### config.mk
export PLATFORM = sky130hd
export DESIGN_NAME = irq_controller_flat
export DESIGN_NICKNAME = d
export VERILOG_FILES = /design/src/rtl/irq_controller_if.sv /design/src/rtl/irq_controller.sv /design/src/flat_wrapper.sv
export SDC_FILE = /design/constraint.sdc
export NUM_CORES = 1
export LEC_CHECK = 0
export CORE_ASPECT_RATIO = 1.75
export CORE_MARGIN = 3
export CORE_UTILIZATION = 45
export CTS_CLUSTER_DIAMETER = 80
export CTS_CLUSTER_SIZE = 24
export DETAILED_ROUTE_END_ITERATION = 10
export PLACE_DENSITY = 0.85
export SLEW_MARGIN = 30
export SYNTH_ARGS = -nofsm -noshare
export SYNTH_HDL_FRONTEND = slang
export SYNTH_SLANG_ARGS = --single-unit
### constraint.sdc
create_clock -name clk_i -period 1.7 [get_ports clk_i]
set_clock_uncertainty 0.05 [all_clocks]
set_input_delay 0.255 -clock clk_i [delete_from_list [all_inputs] [get_ports clk_i]]
set_output_delay 0.255 -clock clk_i [all_outputs]
set_load 0.005 [all_outputs]
### src/rtl/irq_controller_if.sv
// -----------------------------------------------------------------------------
// irq_controller_if
// Register-bus bundle between the core's data path and the external interrupt
// controller.
//   sel_i    : register block selected this cycle
//   rd_i     : read strobe (qualified by sel_i)
//   wr_i     : write strobe (qualified by sel_i)
//   addr_i   : word offset 0 PENDING, 1 ENABLE, 2 TRIGGER, 3 CLAIM/COMPLETE
//   wdata_i  : write data
//   rdata_o  : registered read data returned by the controller
// The _i/_o suffixes are named from the controller's point of view.
// -----------------------------------------------------------------------------
interface irq_controller_if;
   logic        sel_i;
   logic        rd_i;
   logic        wr_i;
   logic [1:0]  addr_i;
   logic [31:0] wdata_i;
   logic [31:0] rdata_o;

   // Bus driver side (core / testbench).
   modport master (
      output sel_i,
      output rd_i,
      output wr_i,
      output addr_i,
      output wdata_i,
      input  rdata_o
   );

   // Register block side (irq_controller).
   modport slave (
      input  sel_i,
      input  rd_i,
      input  wr_i,
      input  addr_i,
      input  wdata_i,
      output rdata_o
   );
endinterface

### src/rtl/irq_controller.sv
// -----------------------------------------------------------------------------
// irq_controller
// External interrupt controller: arbitrates NUM_SRC peripheral interrupt lines
// into the single machine external interrupt request (meip_o) of the CSR unit.
// Source k reports ID k+1; ID 0 means "no interrupt".
//
// Ports:
//   clk_i      : core clock, all state on the rising edge
//   reset_i    : asynchronous active-low reset
//   irq_src_i  : raw asynchronous peripheral interrupt lines
//   ack_i      : interrupt acknowledge from the CSR unit (hardware claim)
//   bus        : register bus (irq_controller_if.slave)
//                0 PENDING (RO), 1 ENABLE (RW), 2 TRIGGER (RW, 1 = edge),
//                3 CLAIM (read = claim in ASSERT) / COMPLETE (write ID)
//   meip_o     : registered external interrupt request
//
// Flow: IDLE picks the lowest-index eligible source and latches its ID;
// ASSERT raises meip_o and waits for a claim (ack_i or CLAIM read) or a
// withdraw (source no longer eligible); SERVICE waits for the matching ID to
// be written to COMPLETE. Only one interrupt is in flight at a time.
// -----------------------------------------------------------------------------
module irq_controller #(
   parameter int NUM_SRC = 8
) (
   input  logic               clk_i,
   input  logic               reset_i,
   input  logic [NUM_SRC-1:0] irq_src_i,
   input  logic               ack_i,
   irq_controller_if.slave    bus,
   output logic               meip_o
);

   typedef enum logic [1:0] {
      ST_IDLE    = 2'd0,
      ST_ASSERT  = 2'd1,
      ST_SERVICE = 2'd2
   } state_t;

   localparam logic [1:0] ADDR_PENDING = 2'd0;
   localparam logic [1:0] ADDR_ENABLE  = 2'd1;
   localparam logic [1:0] ADDR_TRIGGER = 2'd2;
   localparam logic [1:0] ADDR_CLAIM   = 2'd3;

   // Lowest set bit wins; returns its ID (index + 1), or 0 when none is set.
   function automatic logic [4:0] f_first_id(input logic [NUM_SRC-1:0] v);
      logic [4:0] id;
      id = 5'd0;
      for (int k = NUM_SRC - 1; k >= 0; k--) begin
         id = v[k] ? 5'(k + 1) : id;
      end
      return id;
   endfunction

   // ---------------------------------------------------------------- state
   logic [NUM_SRC-1:0] r_sync1;
   logic [NUM_SRC-1:0] r_sync2;
   logic [NUM_SRC-1:0] r_sync3;
   logic [NUM_SRC-1:0] r_pending;
   logic [NUM_SRC-1:0] r_enable;
   logic [NUM_SRC-1:0] r_trigger;
   logic [NUM_SRC-1:0] r_in_service;
   state_t             r_state;
   logic [4:0]         r_cur_id;
   logic               r_meip;
   logic [31:0]        r_rdata;

   // ---------------------------------------------------------------- wires
   logic               w_rd;
   logic               w_wr;
   logic [NUM_SRC-1:0] w_edge;
   logic [NUM_SRC-1:0] w_eligible;
   logic [NUM_SRC-1:0] w_cur_onehot;
   logic               w_cur_eligible;
   logic               w_any_eligible;
   logic [4:0]         w_win_id;
   logic               w_claim;
   logic               w_complete;
   logic [NUM_SRC-1:0] w_claim_mask;
   logic [NUM_SRC-1:0] w_complete_mask;
   logic [NUM_SRC-1:0] w_pending_nxt;
   logic [NUM_SRC-1:0] w_in_service_nxt;
   logic [31:0]        w_rd_data;
   logic               w_unused_wdata;

   // A simultaneous read and write is treated as a write only.
   assign w_rd = bus.sel_i & bus.rd_i & ~bus.wr_i;
   assign w_wr = bus.sel_i & bus.wr_i;

   assign w_edge         = r_sync2 & ~r_sync3;
   assign w_eligible     = r_pending & r_enable & ~r_in_service;
   assign w_any_eligible = |w_eligible;
   assign w_win_id       = f_first_id(w_eligible);
   assign w_cur_eligible = |(w_eligible & w_cur_onehot);

   // ack_i and a CLAIM read in the same cycle collapse into one claim.
   assign w_claim    = (r_state == ST_ASSERT) &
                       (ack_i | (w_rd & (bus.addr_i == ADDR_CLAIM)));
   assign w_complete = (r_state == ST_SERVICE) & w_wr &
                       (bus.addr_i == ADDR_CLAIM) &
                       (bus.wdata_i[4:0] == r_cur_id);

   assign w_claim_mask    = {NUM_SRC{w_claim}} & w_cur_onehot;
   assign w_complete_mask = {NUM_SRC{w_complete}} & w_cur_onehot;

   // Only the low ID bits and the low NUM_SRC bits of wdata_i are meaningful.
   assign w_unused_wdata = ^bus.wdata_i;

   assign meip_o      = r_meip;
   assign bus.rdata_o = r_rdata;

   // Decode the latched ID into a per-source mask (ID 0 selects nothing).
   always_comb begin
      w_cur_onehot = '0;
      for (int k = 0; k < NUM_SRC; k++) begin
         w_cur_onehot[k] = (r_cur_id == 5'(k + 1));
      end
   end

   // Next pending / in-service values; an edge in the claim cycle re-arms the
   // bit (set wins), level sources simply mirror the synchronized line.
   always_comb begin
      w_pending_nxt    = (r_trigger & ((r_pending & ~w_claim_mask) | w_edge)) |
                         (~r_trigger & r_sync2);
      w_in_service_nxt = (r_in_service | w_claim_mask) & ~w_complete_mask;
   end

   // Read multiplexer; CLAIM returns 0 while no interrupt is in flight.
   always_comb begin
      w_rd_data = 32'd0;
      case (bus.addr_i)
         ADDR_PENDING: w_rd_data = 32'(r_pending);
         ADDR_ENABLE:  w_rd_data = 32'(r_enable);
         ADDR_TRIGGER: w_rd_data = 32'(r_trigger);
         ADDR_CLAIM: begin
            if (r_state == ST_IDLE) begin
               w_rd_data = 32'd0;
            end else begin
               w_rd_data = {27'd0, r_cur_id};
            end
         end
         default: w_rd_data = 32'd0;
      endcase
   end

   // Two-flop synchronizer plus one history flop for rising-edge detection.
   always_ff @(posedge clk_i or negedge reset_i) begin
      if (!reset_i) begin
         r_sync1 <= '0;
         r_sync2 <= '0;
         r_sync3 <= '0;
      end else begin
         r_sync1 <= irq_src_i;
         r_sync2 <= r_sync1;
         r_sync3 <= r_sync2;
      end
   end

   // Pending and in-service bookkeeping.
   always_ff @(posedge clk_i or negedge reset_i) begin
      if (!reset_i) begin
         r_pending    <= '0;
         r_in_service <= '0;
      end else begin
         r_pending    <= w_pending_nxt;
         r_in_service <= w_in_service_nxt;
      end
   end

   // ENABLE and TRIGGER register writes; PENDING writes are dropped.
   always_ff @(posedge clk_i or negedge reset_i) begin
      if (!reset_i) begin
         r_enable  <= '0;
         r_trigger <= '0;
      end else begin
         if (w_wr && (bus.addr_i == ADDR_ENABLE)) begin
            r_enable <= bus.wdata_i[NUM_SRC-1:0];
         end else begin
            r_enable <= r_enable;
         end
         if (w_wr && (bus.addr_i == ADDR_TRIGGER)) begin
            r_trigger <= bus.wdata_i[NUM_SRC-1:0];
         end else begin
            r_trigger <= r_trigger;
         end
      end
   end

   // Registered read data, held until the next read.
   always_ff @(posedge clk_i or negedge reset_i) begin
      if (!reset_i) begin
         r_rdata <= 32'd0;
      end else if (w_rd) begin
         r_rdata <= w_rd_data;
      end else begin
         r_rdata <= r_rdata;
      end
   end

   // Interrupt delivery FSM with registered meip output.
   always_ff @(posedge clk_i or negedge reset_i) begin
      if (!reset_i) begin
         r_state  <= ST_IDLE;
         r_cur_id <= 5'd0;
         r_meip   <= 1'b0;
      end else begin
         case (r_state)
            ST_IDLE: begin
               if (w_any_eligible) begin
                  r_state  <= ST_ASSERT;
                  r_cur_id <= w_win_id;
                  r_meip   <= 1'b1;
               end else begin
                  r_state  <= ST_IDLE;
                  r_cur_id <= 5'd0;
                  r_meip   <= 1'b0;
               end
            end
            ST_ASSERT: begin
               // cur_id stays frozen here: a higher-priority arrival does not
               // preempt the request already being signalled.
               if (w_claim) begin
                  r_state <= ST_SERVICE;
                  r_meip  <= 1'b0;
               end else if (!w_cur_eligible) begin
                  r_state  <= ST_IDLE;
                  r_cur_id <= 5'd0;
                  r_meip   <= 1'b0;
               end else begin
                  r_state <= ST_ASSERT;
                  r_meip  <= 1'b1;
               end
            end
            ST_SERVICE: begin
               r_meip <= 1'b0;
               if (w_complete) begin
                  r_state  <= ST_IDLE;
                  r_cur_id <= 5'd0;
               end else begin
                  r_state <= ST_SERVICE;
               end
            end
            default: begin
               r_state  <= ST_IDLE;
               r_cur_id <= 5'd0;
               r_meip   <= 1'b0;
            end
         endcase
      end
   end

endmodule
### src/flat_wrapper.sv
// flat-port wrapper written by rule: the top's interface ports become plain ports
module irq_controller_flat 
#(
   parameter int NUM_SRC = 8
)
  (clk_i, reset_i, irq_src_i, ack_i, meip_o, bus_sel_i, bus_rd_i, bus_wr_i, bus_addr_i, bus_wdata_i, bus_rdata_o);
  irq_controller_if bus_i ();
  input  logic clk_i;
  input  logic reset_i;
  input  logic [NUM_SRC-1:0] irq_src_i;
  input  logic ack_i;
  output logic meip_o;
  input wire logic [$bits(bus_i.sel_i)-1:0] bus_sel_i;
  input wire logic [$bits(bus_i.rd_i)-1:0] bus_rd_i;
  input wire logic [$bits(bus_i.wr_i)-1:0] bus_wr_i;
  input wire logic [$bits(bus_i.addr_i)-1:0] bus_addr_i;
  input wire logic [$bits(bus_i.wdata_i)-1:0] bus_wdata_i;
  output wire logic [$bits(bus_i.rdata_o)-1:0] bus_rdata_o;
  assign bus_i.sel_i = bus_sel_i;
  assign bus_i.rd_i = bus_rd_i;
  assign bus_i.wr_i = bus_wr_i;
  assign bus_i.addr_i = bus_addr_i;
  assign bus_i.wdata_i = bus_wdata_i;
  assign bus_rdata_o = bus_i.rdata_o;
  irq_controller #(.NUM_SRC(NUM_SRC)) u_core (.clk_i(clk_i), .reset_i(reset_i), .irq_src_i(irq_src_i), .ack_i(ack_i), .bus(bus_i), .meip_o(meip_o));
endmodule
After elaboration in Yosys (flattened, before gate mapping)

Index checks and enable logic that the tools add are counted.

Word-level logic and storage cells: 87
Bits in registers: 96
Input bits: 48
Output and inout port bits: 33

Equal/unequal tests: 17
Mux-type cells: 24
Bitwise gates (word level): 28
Reductions and logical operators: 7

Operator list:

| operator           | number |
|---|---|
| $pmux 32 s4        | 1 |
| $and 8x8->8        | 10 |
| $mux 5             | 12 |
| $not 8->8          | 5 |
| $or 8x8->8         | 3 |
| $eq 5x3->1 const B | 4 |
| $reduce_or 8->1    | 2 |
| $pmux 5 s3         | 1 |
| $eq 5x2->1 const B | 2 |
| $and 1x1->1        | 8 |
| $eq 2x2->1 const B | 3 |
| $pmux 2 s3         | 1 |
| $eq 5x1->1 const B | 1 |
| $eq 5x4->1 const B | 1 |
| $eq 5x5->1         | 1 |
| $mux 1             | 5 |
| $eq 2x1->1 const B | 2 |
| $logic_not 2->1    | 2 |
| $mux 2             | 2 |
| $mux 4             | 1 |
| $ne 2x2->1 const B | 2 |
| $reduce_and 3->1   | 1 |
| $logic_and 1x1->1  | 2 |
| $ne 2x1->1 const B | 1 |
| other kinds (3)    | 3 |

Longest topological paths before layout

Depth after elaboration: 12
Mapped depth: 5
Depth with buffers taken out: 4

Worst setup path after synthesis

OpenSTA, ideal clock, no wires.

Kind: reg2reg
Start: reg u_core.r_cur_id[0]
End: reg u_core.r_cur_id[0]
Path slack: 0.009 ns
Data arrival time: 1.499 ns
Required time: 1.508 ns
Stages on the path, launching flop included: 6
Path buffers: 1
Cell sequence: dfrtp_1 > buf_2 > and4bb_2 > a22o_2 > o41ai_4 > o221ai_1

Cells in the longest elaborated chain, start to end: 5
Elaborated cells on any way between the ends: 15
Those cells by class: eq/ne (11); bitwise (2); reduce/logical (2)

RTL lines:

| element                               | RTL line              | text |
|---|---|---|
| start: declaration                    | irq_controller.sv:63  | `logic [4:0] r_cur_id;` |
| start signal: assignment              | irq_controller.sv:210 | `r_cur_id <= w_win_id;` |
| $eq 5x1->1 (tied with other cells)    | irq_controller.sv:115 | `w_cur_onehot[k] = (r_cur_id == 5'(k + 1));` |
| $and 8x8->8                           | irq_controller.sv:93  | `assign w_cur_eligible = \|(w_eligible & w_cur_onehot);` |
| $reduce_or 8->1                       | irq_controller.sv:93  |  |
| $ne 2x2->1 (no source line)           | n/a                   |  |
| $reduce_and 3->1 (no source line) (*) | n/a                   |  |

Every way passes the cells marked *; elsewhere a longest branch is shown, timed or not.
A chain may end at the register's enable or synchronous reset.

Worst setup path after layout

Ends and elaborated chain as after synthesis.

==> summary.md <==
| Metric | Value |
|---|---|
| Yosys Warn Count | `0` |
| DIE HEIGHT | `120 um` |
| Hold WS | `295 ps` |
| Register Area | `1780 um2` |
| Most used DFF post-synth | `dfrtp_1` |
| Critical Path Max Stage Delay | `460 ps` |
| Global-route wire length before repair | `12800 um` |
| H-tree levels | `3` |
| Clk buf depth | `2` |
| Final Worst Setup Slack | `-177 ps` |
| RSZ-0062 raised after global routing | `true` |
| Vias per std cell | `5.80` |
| Num rows | `40` |
| Port bufs | `32` |
| Final wirelength | `8480 um` |
| Via count | `2554` |
| Most frequent cells in the layout | `67 x dfrtp_1, 38 x buf_4, 31 x clkdlybuf4s50_1` |
| CP Buf/Inv Count | `2` |
| Synth-to-Final Area Change | `32.0%` |
| Period utilization | `1.10` |
| CP Max Fanout | `6` |
| Most used cell along the critical path | `buf_6` |
| Die width | `70.9 um` |
| Tot GR Track Use | `0.197` |
| Core Box Area | `7010 um2` |
| Initial Utilization | `0.474` |
| CP required | `1850 ps` |
| Drt initial violations | `302` |
| CP max-delay cell | `dfrtp_2` |
| Final net count | `401` |
| Slew Limit Fails | `0` |
| Maximum VDD drop | `903 uV` |
| Register bit count reported by yosys | `71` |
| Full die area | `8490 um2` |
| Placer Congestion | `0.865` |
| Number of synthesized flops with an enable pin | `0` |
| Placed instance area | `3860 um2` |
| Crit path launch type | `register` |
| Detailed placement HPWL | `5190 um` |
| Final worst path period need | `1880 ps` |
| Crit path max-delay family | `compound AO/OA/AOI/OAI gates` |
| P_leak | `1.90 nW` |
| Syn Std Cell Area | `3320 um2` |
| # DRC | `0` |
| WP data arrival | `2020 ps` |
| Clock tree from TritonCTS | `yes` |
| Min-delay worst type | `register to register` |
| Async set or reset register ratio after synthesis | `1.00` |
| Crit-path cells | `buf_6 > and4bb_2 > a22o_4 > o41ai_4 > buf_6 > o221ai_2` |
| CTS buffer count | `9` |
| Root Buffer | `clkbuf_16` |
| Syn Area/Cell | `12.1 um2` |
| Pin count of the biggest net entering global routing | `56` |
| Worst setup path category | `register to register` |
| Failing checks | `setup timing` |
| Layout cells sized above 1 | `0.337` |
| Commonest non-fill, non-tap cell in the layout | `dfrtp_1` |
| Pwr Density | `1310 nW/um2` |
| Netlist cell types | `52` |
| Design area | `4380 um2` |
| Clock latency on the worst-skew pair | `340 ps` |
| Sequential-to-total area share from yosys stat | `0.535` |
| Post-detailed-route wirelength per cell | `19.3 um` |
| Gate Count Post-Synth | `274` |
| Critical path endpoint category | `register` |
| Initial antenna violation count | `0` |
| Clock slew at reported path FFs | `60 ps` |
| Fmax | `0.533 GHz` |
| # IOs | `81` |
| Pre-antenna DRT Iters | `5` |
| # diodes | `0` |
| Vias in the first global route | `2576` |
| Antenna Nets Post-Route | `0` |
| Area taken by multi-input logic gates | `1500 um2` |
| Register-to-register setup slack | `-180 ps` |
| Clk sinks | `71` |
| Overflow after GRT | `0` |
| Hold Vio Cnt, Final | `0` |
| Outcome | `finished, violations left` |
| Max Cap Violations | `0` |
| Filler cells | `505` |
| Finish-stage setup viols | `17` |
-- layout make-up --
cell class	count	area share
timing repair buffer	79	0.162
sequential	71	0.407
multi-input combinational	187	0.342
clock inverter	1	0.00114
inverter	5	0.00543
clock buffer	13	0.0594
tap	84	0.0240
-- layer usage --
metal	vias up	global-route usage	wire length, um
met5	-	0	0
met3	36	0.0536	616
met1	1275	0.220	2990
met2	129	0.330	4500
li1	1114	-	-
met4	0	0.112	373
-- flip-flops by register name, summed over array words and instances, names as in the netlist --
name and count:
u_core.r_pending 8, u_core.r_enable 8, u_core.bus.rdata_o 8, u_core.r_cur_id 4
u_core.meip_o 1, u_core.r_in_service 8, u_core.r_sync2 8, u_core.r_sync1 8
u_core.r_state 2, u_core.r_sync3 8, u_core.r_trigger 8
-- logic make-up (layout without fill, tap and decap cells) --
| logic type | Yosys count | in the layout | synth area share |
|---|---|---|---|
| buffers and inverters | 39 | 98 | 0.0772 |
| XOR/XNOR | 4 | 4 | 0.0105 |
| flip-flops | 71 | 71 | 0.535 |
| AND/OR/NAND/NOR | 77 | 77 | 0.142 |
| other | 1 | 24 | 0.00113 |
| AO/OA/AOI/OAI | 54 | 54 | 0.127 |
| multiplexers | 28 | 28 | 0.107 |
-- stage by stage --
stage	TNS (ps)	setup WS [ps]	total power [mW]	std cells	util
final	-1560	-177	5.73	440	0.625
after global routing	-2100	-210	5.95	440	0.625
after CTS	-361	-81.3	5.44	435	0.605
after detailed placement	-7800	-272	3.55	413	0.551
after global placement	-6810	-264	3.49	413	0.551
after floorplan	0	9.07	3.01	297	-
-- worst paths after layout --
path	from	to	depth (start not counted)
min reg2reg	u_core.r_sync1[6]	u_core.r_sync2[6]	0
max	u_core.r_cur_id[0]	u_core.r_cur_id[0]	6
min in group asynchronous	reset_i	u_core.r_enable[1]	2
min	u_core.r_sync1[6]	u_core.r_sync2[6]	0
max in group asynchronous	reset_i	u_core.r_cur_id[3]	3
max reg2reg	u_core.r_cur_id[0]	u_core.r_cur_id[0]	6
-- synth_stat cells, types with 2 or more instances --
| cell type | count | area, um2 |
|---|---|---|
| buf_2 | 4 | 20.0 |
| nand2b_1 | 2 | 12.5 |
| mux2i_1 | 4 | 40.0 |
| a31oi_1 | 2 | 12.5 |
| mux4_2 | 4 | 90.1 |
| a21oi_1 | 18 | 90.1 |
| o221ai_1 | 2 | 17.5 |
| buf_4 | 26 | 195 |
| inv_1 | 5 | 18.8 |
| nand4_1 | 3 | 18.8 |
| nand4b_1 | 3 | 26.3 |
| dfrtp_1 | 71 | 1780 |
| o211ai_1 | 2 | 15.0 |
| or2b_2 | 2 | 17.5 |
| nand3_1 | 2 | 10.0 |
| or2_2 | 2 | 12.5 |
| nor2_1 | 14 | 52.6 |
| a32o_1 | 8 | 80.1 |
| nand2_1 | 23 | 86.3 |
| and3b_1 | 2 | 17.5 |
| o21ai_0 | 7 | 35.0 |
| clkbuf_1 | 2 | 7.51 |
| o31ai_1 | 6 | 45.0 |
| mux2_2 | 20 | 225 |
| nand3b_1 | 10 | 75.1 |
| xnor2_1 | 4 | 35.0 |
-- power breakdown --
part | switching (mW) | internal (mW) | leakage [nW]
clock | 0.649 | 1.05 | 0.132
combinational | 0.845 | 0.971 | 0.912
sequential | 0.246 | 1.97 | 0.855
-- worst register-to-register path, cell delays in order (launching register included) --
cell,delay [ps]
dfrtp_2,460
buf_6,150
and4bb_2,240
a22o_4,240
o41ai_4,300
buf_6,190
o221ai_2,100
-- repair_timing --
action,CTS,global route
cloned,0,0
endpoints found under the hold margin,16,0
hold buffers,1,0
buffers inserted,7,6
resized for setup,15,28
pin swaps,5,8
setup endpoints to repair,16,22
No activity file was read; power rests on OpenSTA's default activity.
